===== src/rtl/fetch_prefetch_unit.sv =====
// Instruction fetch: owns the PC, keeps one imem request in flight, buffers DEPTH words, and feeds the IF/ID register.
// An acked word reaches instr_out two or more edges later; freeze holds IF/ID while the queue keeps filling, and fetch stops when the queue is full.
module fetch_prefetch_unit #(
  parameter int unsigned DEPTH    = 4,
  parameter logic [31:0] RESET_PC = 32'h0000_0000
) (
  input  logic        clk,
  input  logic        rst,
  input  logic        freeze,
  input  logic        br_taken,
  input  logic [31:0] br_addr,
  output logic        imem_req,
  output logic [31:0] imem_addr,
  input  logic        imem_ack,
  input  logic [31:0] imem_rdata,
  output logic [31:0] instr_out,
  output logic [31:0] pc_out,
  output logic        instr_valid
);
  localparam int unsigned PW = $clog2(DEPTH);
  localparam logic [PW:0] FULL = (PW+1)'(DEPTH);

  typedef enum logic [1:0] {IDLE, WAIT_ACK, WAIT_DISCARD} state_t;

  state_t        state, state_d;
  logic [31:0]   pc, pc_d, addr_d, br_tgt, next_pc;
  logic          req_d, push, pop;
  logic [PW-1:0] rd_ptr, wr_ptr;
  logic [PW:0]   count, count_d, count_inc;
  logic [31:0]   q_instr [DEPTH];
  logic [31:0]   q_pc    [DEPTH];

  assign br_tgt  = br_addr & 32'hFFFF_FFFC;
  assign next_pc = pc + 32'd4;
  // Pop only against the registered count, so a word pushed this edge cannot be popped this edge.
  assign pop       = !br_taken && !freeze && (count != '0);
  assign count_inc = count + (PW+1)'(1) - (PW+1)'(pop);

  always_ff @(posedge clk or posedge rst) begin
    if (rst) state <= IDLE;
    else     state <= state_d;
  end

  always_comb begin
    state_d = state;
    pc_d    = pc;
    req_d   = imem_req;
    addr_d  = imem_addr;
    push    = 1'b0;
    case (state)
      IDLE: begin
        if (br_taken) begin
          pc_d = br_tgt;
        end else if (count < FULL) begin
          req_d   = 1'b1;
          addr_d  = pc;
          state_d = WAIT_ACK;
        end
      end
      WAIT_ACK: begin
        if (br_taken) begin
          pc_d = br_tgt;
          if (imem_ack) begin
            req_d   = 1'b0;
            state_d = IDLE;
          end else begin
            state_d = WAIT_DISCARD;
          end
        end else if (imem_ack) begin
          push = 1'b1;
          pc_d = next_pc;
          // imem_addr equals pc here, so next_pc is also the follow-on fetch address.
          if (count_inc < FULL) begin
            addr_d = next_pc;
          end else begin
            req_d   = 1'b0;
            state_d = IDLE;
          end
        end
      end
      WAIT_DISCARD: begin
        if (br_taken) pc_d = br_tgt;
        if (imem_ack) begin
          req_d   = 1'b0;
          state_d = IDLE;
        end
      end
      default: state_d = IDLE;
    endcase

    if (br_taken) count_d = '0;
    else          count_d = count + (PW+1)'(push) - (PW+1)'(pop);
  end

  always_ff @(posedge clk or posedge rst) begin
    if (rst) begin
      pc          <= RESET_PC;
      imem_req    <= 1'b0;
      imem_addr   <= RESET_PC;
      count       <= '0;
      rd_ptr      <= '0;
      wr_ptr      <= '0;
      instr_out   <= 32'd0;
      pc_out      <= 32'd0;
      instr_valid <= 1'b0;
    end else begin
      pc        <= pc_d;
      imem_req  <= req_d;
      imem_addr <= addr_d;
      count     <= count_d;
      if (br_taken) begin
        rd_ptr <= '0;
        wr_ptr <= '0;
      end else begin
        if (push) wr_ptr <= wr_ptr + PW'(1);
        if (pop)  rd_ptr <= rd_ptr + PW'(1);
      end
      if (br_taken) begin
        instr_out   <= 32'd0;
        instr_valid <= 1'b0;
      end else if (!freeze) begin
        if (pop) begin
          instr_out   <= q_instr[rd_ptr];
          pc_out      <= q_pc[rd_ptr];
          instr_valid <= 1'b1;
        end else begin
          instr_out   <= 32'd0;
          instr_valid <= 1'b0;
        end
      end
    end
  end

  always_ff @(posedge clk) begin
    if (push) begin
      q_instr[wr_ptr] <= imem_rdata;
      q_pc[wr_ptr]    <= next_pc;
    end
  end

endmodule


===== config.mk =====
export PLATFORM = sky130hd
export DESIGN_NAME = fetch_prefetch_unit
export DESIGN_NICKNAME = d
export VERILOG_FILES = /design/src/rtl/fetch_prefetch_unit.sv
export SDC_FILE = /design/constraint.sdc
export NUM_CORES = 1
export LEC_CHECK = 0
export BUFFER_PORTS_ARGS = -buffer_cell sky130_fd_sc_hd__clkbuf_2
export CAP_MARGIN = 20
export CORE_ASPECT_RATIO = 0.7
export CORE_MARGIN = 5
export CORE_UTILIZATION = 50
export DETAILED_ROUTE_END_ITERATION = 16
export GPL_ROUTABILITY_DRIVEN = 0
export GPL_TIMING_DRIVEN = 0
export HOLD_SLACK_MARGIN = 0.06
export MAX_ROUTING_LAYER = met4
export PLACE_DENSITY = 0.73
export SLEW_MARGIN = 25
export SYNTH_ARGS = -nofsm -noshare
export SYNTH_HDL_FRONTEND = slang
export SYNTH_SLANG_ARGS = --single-unit

===== constraint.sdc =====
create_clock -name clk -period 6.9 [get_ports clk]
set_input_delay 1.38 -clock clk [delete_from_list [all_inputs] [get_ports clk]]
set_output_delay 1.38 -clock clk [all_outputs]
set_load 0.01 [all_outputs]

* After elaboration in Yosys (flattened, before gate mapping)
Memories as Yosys holds them, arrays and structs flattened. A register that Yosys moved wholly into a read port is not among the register bits.
Cells that the tools add are included.
** Cells by class
- $add $sub $neg :: 7
- Magnitude comparators :: 2
- Equality and inequality tests :: 12
- Mux-type cells :: 41
- Bitwise gates (word level) :: 2
- Reduce and logical (&&, ||, !) cells :: 17
** Operator list (number)
- 2-to-1 mux 32 bit :: 11
- one-hot mux 32 bit (2 select lines) :: 2
- adder 32 x 3 -> 32 bit (second input constant) :: 1
- 2-to-1 mux 2 bit :: 11
- 2-to-1 mux 1 bit :: 14
- != test 2 bit (second input constant) :: 6
- AND reduction 5 bit :: 2
- nonzero test 2 bit :: 4
- less-than comparator 3 bit (second input constant) :: 2
- != test 3 bit (second input constant) :: 2
- one-hot mux 2 bit (3 select lines) :: 1
- AND reduction 3 bit :: 2
- AND reduction 6 bit :: 1
- nonzero test 3 bit :: 2
- subtractor 3 x 1 -> 3 bit :: 2
- adder 2 x 1 -> 2 bit (second input constant) :: 2
- != test 2 x 1 -> 1 bit (second input constant) :: 2
- adder 3 x 1 -> 3 bit :: 1
- adder 3 x 1 -> 3 bit (second input constant) :: 1
- 2-to-1 mux 3 bit :: 1
- one-hot mux 1 bit (3 select lines) :: 1
- == test 2 x 1 -> 1 bit (second input constant) :: 1
- == test 2 bit (second input constant) :: 1
- logical AND 1 bit :: 2
- 4 further kinds :: 6
** Storage, ports and cells
- Bits in registers :: 107
- Memory bits (writable) :: 256
- Input port bits :: 69
- Output and inout bits :: 98
- Word-level logic and storage cells :: 92
- Memories kept :: 2
** Memories
- q_instr :: depth 4, width 32, rd ports 1, clocked after memory_dff 0, wr ports 1, line 30 : logic [31:0] q_instr [DEPTH];
- q_pc :: depth 4, width 32, rd ports 1, clocked after memory_dff 1, wr ports 1, line 31 : logic [31:0] q_pc [DEPTH];

* Logic depth before layout (Yosys ltp)
- Word-level depth :: 9
- Mapped depth :: 12

* Worst setup path after synthesis
No wires, ideal clock.
- Path kind :: input to register
- From :: input port br_taken
- To :: memory q_instr[0][0] (enable)
- Setup time :: 0.426 ns
- Arrival :: 3.552 ns
- Slack :: 2.921 ns
- Cell stages on the path :: 4
- Path through :: clkbuf_1 -> buf_1 -> nor2_1 -> and2_1
** On the way
- Word-level cells in the longest chain between the ends :: 4
** Ends and longest elaborated chain
- start, declared :: line 10 : input logic br_taken,
- 2-to-1 mux 1 bit :: line 61 : if (br_taken) begin
- 2-to-1 mux 1 bit :: line 50 : case (state)
- 2-to-1 mux 1 bit :: line 135 : if (push) begin
- 2-to-1 mux 1 bit (implied by the code) :: line 136 : q_instr[wr_ptr] <= imem_rdata;
- end, declared :: line 30
Every way passes these cells.

* Worst setup path after layout
- From :: input port br_taken
- To :: register imem_addr[13]
** On the way
- Word-level cells in the longest chain between the ends :: 7
- Elaborated cells between the ends (all ways) :: 9
** Ends and longest elaborated chain
- zero test 1 bit :: line 36 : assign pop = !br_taken && !freeze && (count != '0);
- logical AND 1 bit (2 in a row) :: line 36
- subtractor 3 x 1 -> 3 bit :: line 37 : assign count_inc = count + (PW+1)'(1) - (PW+1)'(pop);
- less-than comparator 3 bit :: line 73 : if (count_inc < FULL) begin
- != test 2 bit (no source line)
- AND reduction 6 bit (no source line) *
- end signal, assigned :: line 109 : imem_addr <= addr_d;
- end, declared :: line 13 : output logic [31:0] imem_addr,
Every way passes the cells marked *; elsewhere a longest branch is shown, timed or not.
A chain may end at the register's enable or synchronous reset.

==> reports/qor.log <==
INFO  status         status=finished clean
INFO  global_route   grt_use_total=21.6%
INFO  run            maxCapViolations=0
INFO  global_route   grt_start_max_net_pins=91
INFO  yosys          post-synth-top-count-cell=edfxtp_1
INFO  yosys          count_of_flip_flops_with_a_built_in_enable_after_synthesis=248
INFO  pwr            peakVddDrop=0.000193V
INFO  critical_path  rr_endpoint=imem_addr[13]$_DFFE_PP0P_
INFO  critical_path  reg2reg_slack=3.40ns
INFO  drt            wl=36500um
INFO  sta            finalSetupViolations=0
INFO  sta            min_period_over_period=59.1%
INFO  sta            worst-slew-pin-transition=0.868ns
INFO  yosys          netlist_top_cells_area=edfxtp_1 47%, dfrtp_1 21%, mux4_2 8.9%, mux2_2 2.4%, xnor2_1 1.8%
INFO  hold_path      hold_path_startpoint=imem_addr[4]$_DFFE_PP0P_
INFO  critical_path  critical_path.n_buffers_inverters=5
INFO  hold_path      whs_path_depth=2
INFO  placed_design  port-buffer-count=159
INFO  yosys          synth-seq-area-share=68.3%
INFO  critical_path  worst_setup_path_start_kind=input pin
INFO  critical_path  cp.depth=12
INFO  critical_path  crit_chain=clkbuf_1 -> nor3_4 -> clkbuf_1 -> inv_1 -> ha_1 -> a21bo_2 -> a31oi_1 -> or3_1 -> buf_2 -> buf_1 -> nand2_1 -> o21ai_1
INFO  final_layout   layout-drive-gt1-share=29.6%
INFO  critical_path  critical_path.reg2reg.startpoint=count[1]$_DFF_PP0_
INFO  cts            cts_max_path_buffers=3
INFO  die            design.core.area=31100um^2
INFO  drt            post-route-drc-count=0
INFO  placed_design  post-dp-hpwl=24800um
INFO  sta            timing_hold_violations_final=0
INFO  cts            numCtsBuffers=37
INFO  critical_path  worst_r2r_path_depth=12
INFO  sta            setup_ws=2.83ns
INFO  yosys          post-synth-top-area-fraction=47.2%
INFO  critical_path  critPathTopFamily=buffers and inverters
INFO  final_layout   finish.instance_area=18400um^2
INFO  sta            post-route-min-period=4.07ns
INFO  final_layout   final_core_occ=59.1%
INFO  critical_path  worst_setup_path_end_kind=flop
INFO  hold_path      worst_hold_path_type=reg -> reg
INFO  placed_design  dp_slack=2.27ns
INFO  global_route   number_of_antenna_violations_at_the_first_check_in_global_routing=0
INFO  die            die_h=159um
INFO  final_layout   layout-area-overhead-vs-synth=16.7%
INFO  global_route   overflow=0
INFO  drt            detail_route.iter0.violations=854
INFO  critical_path  worst_ep_arrival_time=4.53ns
INFO  sta            timing_max_transition_violations_final=0
INFO  drt            avgViaCountPerCell=5.73
INFO  yosys          post_synthesis_cells=989
INFO  die            die_width=222um
INFO  sta            slew-limit-headroom=42.1%
INFO  cts            tritoncts=yes
INFO  yosys          synthesis.area_per_instance=15.9um^2
INFO  cts            cts.repair.resized=0
INFO  global_route   grt_first_pass_wirelength=56900um
INFO  pwr            totalPowerFinal=7.61mW
INFO  pwr            leakage=6.86nW
INFO  yosys          synthTopCellsByCount=248 x edfxtp_1, 133 x dfrtp_1, 63 x nand2_1
INFO  cts            ctsRootBufferMaster=clkbuf_16
INFO  critical_path  timing.setup.critical_path_class=in -> reg
INFO  yosys          synth.lib_cells_used.distinct=58
INFO  drt            vias=9407
INFO  cts            holdBufCountCts=0
INFO  yosys          syn-cell-area=15800um^2
INFO  sta            setup_repair_after_global_routing_missed_its_margin=false
INFO  global_route   number_of_global_route_vias_before_repair=9430
INFO  die            overall_die_area=35300um^2
INFO  critical_path  critical-path-max-stage-delay=0.68ns
INFO  critical_path  worst_path_max_delay_cell=nor3_4
INFO  cts            cts.reportedPaths.clkPinSlew=0.06ns
INFO  die            pin_count=167
INFO  critical_path  critPathMostFrequentCell=clkbuf_1
INFO  yosys          postSynth.asyncResetShare=34.9%
INFO  yosys          postSynth.topFlopCell=edfxtp_1
INFO  cts            clock_insertion_delay_at_the_later_pin_of_the_skew_report=0.54ns
INFO  yosys          library_cell_with_the_largest_summed_area_after_synthesis=edfxtp_1
INFO  die            floorplan.initialDensity=50.6%
INFO  drt            drtAntennaViolNets=0
INFO  final_layout   antenna_cells=0
INFO  pwr            power.density_cell_area=414nW/um^2
INFO  die            placement_rows=54
INFO  sta            timing.fmax=245MHz
INFO  sta            clock-skew-final=0.0220ns
INFO  yosys          ys_seq_elements=381
INFO  cts            h-tree-depth=2
INFO  critical_path  crit_path_max_fanout=10
INFO  hold_path      min_delay_worst_endpoint=imem_addr[4]$_DFFE_PP0P_
INFO  yosys          synthesis.yosys.warnings=0
INFO  critical_path  worst_ep_required_time=7.36ns
INFO  final_layout   fin_nets=1277
INFO  drt            routed_wire_length_per_instance=22.2um
INFO  cts            cts.sinks=381
INFO  drt            drtPass1Iterations=7
INFO  placed_design  dpl_cell_area=17200um^2
INFO  cts            cts_setup_buffers=0
## layout make-up
cell class / count / area (um^2)
Tap cell: 420 / 526
Buffer: 80 / 367
Clock inverter: 11 / 101
Sequential cell: 381 / 10800
Inverter: 13 / 56.3
Fill cell: 2394 / 12700
Multi-Input combinational cell: 518 / 4610
Timing Repair Buffer: 164 / 911
Clock buffer: 56 / 1060
## worst reg2reg max path: stages (launching register included)
cell and delay [ns]:
dfrtp_1 0.45, nor3_1 0.13, nor3_4 0.58, clkbuf_1 0.46
inv_1 0.13, ha_1 0.23, a21bo_2 0.23, a31oi_1 0.15
or3_1 0.19, buf_2 0.26, buf_1 0.40, nand2_1 0.12
o21ai_1 0.10
## cell families (layout without fill, tap and decap cells)
group	after synthesis	in the layout	share of synthesized area [%]
compound gates	159	159	6.69
xor+xnor	62	62	3.49
fa+ha+maj	13	13	1.08
buf+inv	93	324	2.63
flops	381	381	68.3
mux	97	97	11.3
other cells	1	4	0.0238
simple gates	183	183	6.44
## routing by layer
metal | track usage [%] | vias to the layer above | wire, um | part of all wire [%]
li1 | - | 4200 | - | -
met1 | 32.9 | 4828 | 17300 | 47
met2 | 30.7 | 330 | 16100 | 44
met3 | 4.29 | 49 | 2590 | 7.1
met4 | 4.37 | 0 | 584 | 1.6
met5 | - | - | 0 | 0
## through the flow
| stage | hold slack [ns] | std cells | TNS, ns |
|---|---|---|---|
| 2_1_floorplan | 0.515 | 992 | 0 |
| 3_3_place_gp | 0.471 | 1571 | -15.30 |
| 3_5_place_dp | 0.479 | 1576 | 0 |
| 4_1_cts | 0.495 | 1643 | 0 |
| 5_1_grt | 0.518 | 1643 | 0 |
| 6_report | 0.490 | 1643 | 0 |
## where the power goes
part	switching (mW)	total (mW)	internal [mW]
Sequential	0.253	3.23	2.97
Combinational	1.46	2.44	0.984
Clock	0.839	1.94	1.11
## how the worst max path moves through the flow
stage	from	end	slack, ns
final	br_taken	imem_addr[13]$_DFFE_PP0P_	2.83
after global routing	br_taken	imem_addr[20]$_DFFE_PP0P_	2.51
after CTS	br_taken	imem_addr[13]$_DFFE_PP0P_	2.81
after detailed placement	br_taken	imem_addr[21]$_DFFE_PP0P_	2.27
after global placement	rst	pc_out[28]$_DFFE_PP0P_	-0.13
after floorplan	rst	count[0]$_DFF_PP0_	1.97
## state kept, by name (all words and copies together) (netlist names)
name	count
pc	30
wr_ptr	2
instr_valid	1
q_instr	128
imem_req	1
imem_addr	30
q_pc	120
count	3
state	2
rd_ptr	2
pc_out	30
instr_out	32
## cells in the final DEF, fill, tap and decap left out, drive strengths merged, types with 3 or more instances in the layout
| cell | instances |
|---|---|
| xor2 | 28 |
| nand4 | 25 |
| o31ai | 4 |
| buf | 39 |
| a21oi | 30 |
| clkbuf | 261 |
| o21ai | 44 |
| and3 | 6 |
| a31oi | 3 |
| a22oi | 4 |
| a22o | 32 |
| and2 | 8 |
| edfxtp | 248 |
| mux4 | 62 |
| a2bb2oi | 18 |
| mux2 | 33 |
| nand2 | 63 |
| ha | 12 |
| conb | 4 |
| or4 | 3 |
| nor3 | 6 |
| nor2 | 28 |
| xnor2 | 34 |
| dfrtp | 133 |
| nor4 | 7 |
| and4 | 4 |
| nand3 | 24 |
| o22ai | 17 |
| clkinv | 6 |
| inv | 17 |
Power figures use the tool's default switching activity.
